### src/rtl/sc_scan8_sequencer.sv
// ============================================================================
// Module   : sc_scan8_sequencer
// Brief    : Round-robin 8-channel mux select sequencer. It captures the mux
//            word after a dwell time and presents it with a valid/ack handshake.
//            Optional macro SC_SCAN8_CAPTURE_ALL_EN: sample every channel and
//            ignore the request flags.
// Revision : 1.0 - initial release
// ============================================================================
`default_nettype none

module sc_scan8_sequencer #(
  parameter int NUMBER_DATAWIDTH = 8,
  parameter int DWELL_CYCLES     = 4
) (
  input  logic                        SC_SCAN8_CLOCK_50,
  input  logic                        SC_SCAN8_RESET_InHigh,
  input  logic                        SC_SCAN8_enable_In,
  input  logic [7:0]                  SC_SCAN8_request_InBUS,
  input  logic [NUMBER_DATAWIDTH-1:0] SC_SCAN8_muxData_InBUS,
  output logic [2:0]                  SC_SCAN8_select_OutBUS,
  output logic [NUMBER_DATAWIDTH-1:0] SC_SCAN8_data_OutBUS,
  output logic [2:0]                  SC_SCAN8_channel_OutBUS,
  output logic                        SC_SCAN8_valid_Out,
  input  logic                        SC_SCAN8_ack_In,
  output logic                        SC_SCAN8_wrap_Out
);

  typedef enum logic [1:0] {
    ST_IDLE    = 2'd0,
    ST_SETTLE  = 2'd1,
    ST_PRESENT = 2'd2
  } state_t;

  localparam logic [3:0] DWELL_RELOAD = 4'(DWELL_CYCLES - 1);

`ifdef SC_SCAN8_CAPTURE_ALL_EN
  localparam logic CAPTURE_ALL = 1'b1;
`else
  localparam logic CAPTURE_ALL = 1'b0;
`endif

  state_t                      state_q, state_d;
  logic [2:0]                  ptr_q, ptr_d;
  logic [3:0]                  cnt_q, cnt_d;
  logic [NUMBER_DATAWIDTH-1:0] data_q, data_d;
  logic [2:0]                  chan_q, chan_d;
  logic                        valid_q, valid_d;
  logic                        wrap_q, wrap_d;
  logic                        advance;
  logic                        sample_req;

  assign sample_req = SC_SCAN8_request_InBUS[ptr_q] | CAPTURE_ALL;

  always_comb begin
    state_d = state_q;
    ptr_d   = ptr_q;
    cnt_d   = cnt_q;
    data_d  = data_q;
    chan_d  = chan_q;
    valid_d = valid_q;
    wrap_d  = 1'b0;
    advance = 1'b0;

    case (state_q)
      ST_IDLE: begin
        if (SC_SCAN8_enable_In) begin
          state_d = ST_SETTLE;
          cnt_d   = DWELL_RELOAD;
        end
      end
      ST_SETTLE: begin
        if (cnt_q != 4'd0) begin
          cnt_d = cnt_q - 4'd1;
        end else if (sample_req) begin
          data_d  = SC_SCAN8_muxData_InBUS;
          chan_d  = ptr_q;
          valid_d = 1'b1;
          state_d = ST_PRESENT;
        end else begin
          advance = 1'b1;
        end
      end
      ST_PRESENT: begin
        if (SC_SCAN8_ack_In) begin
          valid_d = 1'b0;
          advance = 1'b1;
        end
      end
      default: state_d = ST_IDLE;
    endcase

    // Channel completion: enable is only re-examined here and in IDLE.
    if (advance) begin
      ptr_d  = ptr_q + 3'd1;
      wrap_d = (ptr_q == 3'd7);
      if (SC_SCAN8_enable_In) begin
        state_d = ST_SETTLE;
        cnt_d   = DWELL_RELOAD;
      end else begin
        state_d = ST_IDLE;
      end
    end
  end

  always_ff @(posedge SC_SCAN8_CLOCK_50 or posedge SC_SCAN8_RESET_InHigh) begin
    if (SC_SCAN8_RESET_InHigh) begin
      state_q <= ST_IDLE;
      ptr_q   <= 3'd0;
      cnt_q   <= 4'd0;
      data_q  <= '0;
      chan_q  <= 3'd0;
      valid_q <= 1'b0;
      wrap_q  <= 1'b0;
    end else begin
      state_q <= state_d;
      ptr_q   <= ptr_d;
      cnt_q   <= cnt_d;
      data_q  <= data_d;
      chan_q  <= chan_d;
      valid_q <= valid_d;
      wrap_q  <= wrap_d;
    end
  end

  assign SC_SCAN8_select_OutBUS  = ptr_q;
  assign SC_SCAN8_data_OutBUS    = data_q;
  assign SC_SCAN8_channel_OutBUS = chan_q;
  assign SC_SCAN8_valid_Out      = valid_q;
  assign SC_SCAN8_wrap_Out       = wrap_q;

endmodule

`default_nettype wire
### config.mk
export PLATFORM = sky130hd
export DESIGN_NAME = sc_scan8_sequencer
export DESIGN_NICKNAME = d
export VERILOG_FILES = /design/src/rtl/sc_scan8_sequencer.sv
export SDC_FILE = /design/constraint.sdc
export NUM_CORES = 1
export LEC_CHECK = 0
export ABC_AREA = 1
export BUFFER_PORTS_ARGS = -buffer_cell sky130_fd_sc_hd__buf_2
export CORE_ASPECT_RATIO = 1.4
export CORE_UTILIZATION = 40
export CTS_CLUSTER_DIAMETER = 60
export DETAILED_ROUTE_END_ITERATION = 12
export PLACE_DENSITY_LB_ADDON = 0.12
export SYNTH_ARGS = -nofsm -noshare
export SYNTH_HDL_FRONTEND = slang
export SYNTH_SLANG_ARGS = --single-unit
export TNS_END_PERCENT = 1
### constraint.sdc
create_clock -name SC_SCAN8_CLOCK_50 -period 2 [get_ports SC_SCAN8_CLOCK_50]
set_clock_uncertainty 0.1 [all_clocks]
set_input_delay 0.5 -clock SC_SCAN8_CLOCK_50 [delete_from_list [all_inputs] [get_ports SC_SCAN8_CLOCK_50]]
set_output_delay 0.5 -clock SC_SCAN8_CLOCK_50 [all_outputs]
set_load 0.01 [all_outputs]
==> flow_metrics.py <==
metrics = {
    "route": {
        "drtAntennaViolNets": 0,
        "via_count": 920,
        "first_iter_violations": 23,
        "totalWireLength_um": 2237,
        "wl_per_cell_um": 11.02,
        "dr.pass1.iters": 4,
        "drcViolationCount": 0,
        "viasPerCell": 4.532,
    },
    "critical_path": {
        "slowest_delay_ns": 0.39,
        "r2r_setup_slack_ns": 0.28,
        "end_kind": "flop",
        "rr_endpoint": "state_q[0]$_DFFE_PP0P_",
        "crit_fanout": 5,
        "crit_slowest_cell": "dfrtp_1",
        "start_kind": "flop",
        "path_cells": "inv_1 -> ha_1 -> inv_1 -> a21oi_1 -> nor3_1 -> nand2_1 -> nand3_1 -> nand3_1",
        "critPathKind": "flop to flop",
        "worstPathArrival_ns": 1.81,
        "timing.rr.start": "state_q[1]$_DFFE_PP0P_",
        "rr_worst_depth": 8,
        "worstPathRequired_ns": 2.09,
    },
    "clock_tree": {
        "insertion_delay_ns": 0.30,
        "clockBufferDepth": 2,
        "cts_setup_buffers": 0,
        "holdBufCountCts": 0,
        "cts_max_level": 1,
        "cts_num_sinks": 22,
        "cts_buffers": 3,
        "cts_tree": "built",
        "clkTransAtPathRegs_ns": 0.12,
        "cts_resized": 0,
        "cts_root_buf": "clkbuf_4",
    },
    "final_layout": {
        "final_util_pct": 53.57,
        "drive_gt1_share_pct": 32.34,
        "final_nets": 194,
        "antennaDiodeCount": 0,
        "areaGrowthSynthToFinish_pct": 22.87,
    },
    "synth": {
        "synth_cells": 128,
        "synth_top_flop_cell": "dfrtp_1",
        "ys_seq_elements": 22,
        "yosys.area.top_type": "dfrtp_1",
        "mappedNetlistArea_um2": 1176,
        "synthTopCellsByArea": "dfrtp_1 (47%), nand2_1 (8.9%), inv_1 (7.0%)",
        "synth_most_common_cell": "nand2_1",
        "synth_edf_count": 0,
        "synth_common_cells": "nand2_1 (28), dfrtp_1 (22), inv_1 (22)",
        "synth.top_cell.area_share_pct": 46.81,
        "synthArstFlopShare_pct": 100.0,
        "yosysWarnings": 0,
        "synthesis.nets": 154,
        "avgSynthCellArea_um2": 9.189,
        "ys_seq_area_share_pct": 46.81,
        "yosysUniqueCellTypes": 21,
    },
    "sta": {
        "fin_crit_sh_pct": 86.14,
        "setup_viol": 0,
        "max_slew.worst_pin.slew_ns": 0.3055,
        "max_freq_mhz": 580.4,
        "maxSlewHeadroom_pct": 79.63,
        "grt_setup_unrepaired": "false",
        "drv_slew": 0,
        "hold_viol": 0,
        "fin_crit_ns": 1.723,
        "fin_setup_tns_ns": 0,
    },
    "grt": {
        "track_usage_pct": 14.35,
        "gr-total-overflow": 0,
        "grt_pass1_wl_um": 3353,
        "grt_max_degree": 23,
        "grt_pass1_vias": 845,
        "antenna_found_initial": 0,
    },
    "die": {
        "die_x_um": 47.83,
        "die_y_um": 66.16,
        "fp.coreArea_um2": 2698,
        "pin_count": 36,
        "start_util_pct": 43.60,
        "rows": 22,
        "die-area_um2": 3164,
    },
    "run_status": {
        "status": "complete, no violations",
    },
    "power_and_ir_drop": {
        "power_density_nw_per_um2": 1429,
        "finalPower_mw": 2.066,
        "irDropWorstVdd_v": 0.0006397,
        "p_leak_nw": 0.8295,
    },
    "place": {
        "place.port_buffers": 35,
        "place_hpwl_um": 1746,
        "gp_congestion": 0.8321,
    },
    "run": {
        "max_cap_violations": 0,
    },
    "hold_path": {
        "hold_class": "input pin to asynchronous set/reset pin",
    },
}
## layout make-up
type	instances	area [µm²]
fillers	267	1252
flip-flops and latches	22	550.5
multi-input cells	82	528.0
repair buffers	36	182.7
inverters	23	86.33
well taps	36	45.04
clock inverters	1	30.03
clock buffers	3	22.52
## report_power, final
part / switching, mW / internal (mW)
logic: 0.548 / 0.424
clock network: 0.133 / 0.202
registers: 0.129 / 0.630
## how the worst max path moves through the flow
stage | from | end | slack (ns) | cells after the start
2_1_floorplan | cnt_q[0]$_DFF_PP0_ | SC_SCAN8_data_OutBUS[0]$_DFFE_PP0P_ | 0.41 | 7
3_5_place_dp | cnt_q[0]$_DFF_PP0_ | SC_SCAN8_data_OutBUS[5]$_DFFE_PP0P_ | 0.32 | 6
5_1_grt | state_q[1]$_DFFE_PP0P_ | state_q[0]$_DFFE_PP0P_ | 0.10 | 8
3_3_place_gp | SC_SCAN8_request_InBUS[3] | SC_SCAN8_data_OutBUS[3]$_DFFE_PP0P_ | 0.33 | 7
6_report | state_q[1]$_DFFE_PP0P_ | state_q[0]$_DFFE_PP0P_ | 0.28 | 8
4_1_cts | cnt_q[0]$_DFF_PP0_ | SC_SCAN8_data_OutBUS[5]$_DFFE_PP0P_ | 0.29 | 6
## cell usage in the layout, fill, tap and decap left out, drive strengths merged, types with 3 or more instances in the layout
cell type and count:
o21ai 8, clkbuf 3, nand3 14, dfrtp 22, nor2 6, buf 36
mux2 8, nand2 29, inv 23, a21oi 3, ha 6
## sequential cells by signal, indices dropped and copies added, names as in the netlist
signal,flops
SC_SCAN8_select_OutBUS,3
cnt_q,4
SC_SCAN8_channel_OutBUS,3
SC_SCAN8_valid_Out,1
state_q,2
SC_SCAN8_wrap_Out,1
SC_SCAN8_data_OutBUS,8
## through the flow
stage	cells	hold WS [ns]	worst slack (ns)	instance area (µm²)
global route	203	0.1294	0.1003	1445
floorplan	128	0.3802	0.4147	1176
global placement	199	0.3654	0.3313	1393
detailed placement	199	0.3704	0.3189	1393
CTS	203	0.1082	0.2870	1445
finish	203	0.1082	0.2771	1445
## logic make-up after synthesis
group / after synthesis / synth area share [%]
xor+xnor: 3 / 2.234
mux: 8 / 8.936
simple gates: 51 / 20.75
flops: 22 / 46.81
fa+ha+maj: 6 / 6.383
compound gates: 14 / 6.595
buf+inv: 24 / 8.298
## worst max-delay path, delay by kind of cell, from the launching register on
family	cells	cell delay (ns)
AO/OA/AOI/OAI	1	0.12
AND/OR/NAND/NOR	4	0.57
flip-flops	1	0.39
buffers and inverters	2	0.25
adder cells (fa/ha/maj)	1	0.19
## metal layers
| layer | GRT usage, % | part of all wire [%] | vias up |
|---|---|---|---|
| li1 | - | - | 482 |
| met1 | 15.94 | 43 | 415 |
| met2 | 26.18 | 52 | 21 |
| met3 | 1.639 | 3.5 | 2 |
| met4 | 5.208 | 0.94 | 0 |
| met5 | 0 | 0 | - |
Power figures use the tool's default switching activity.
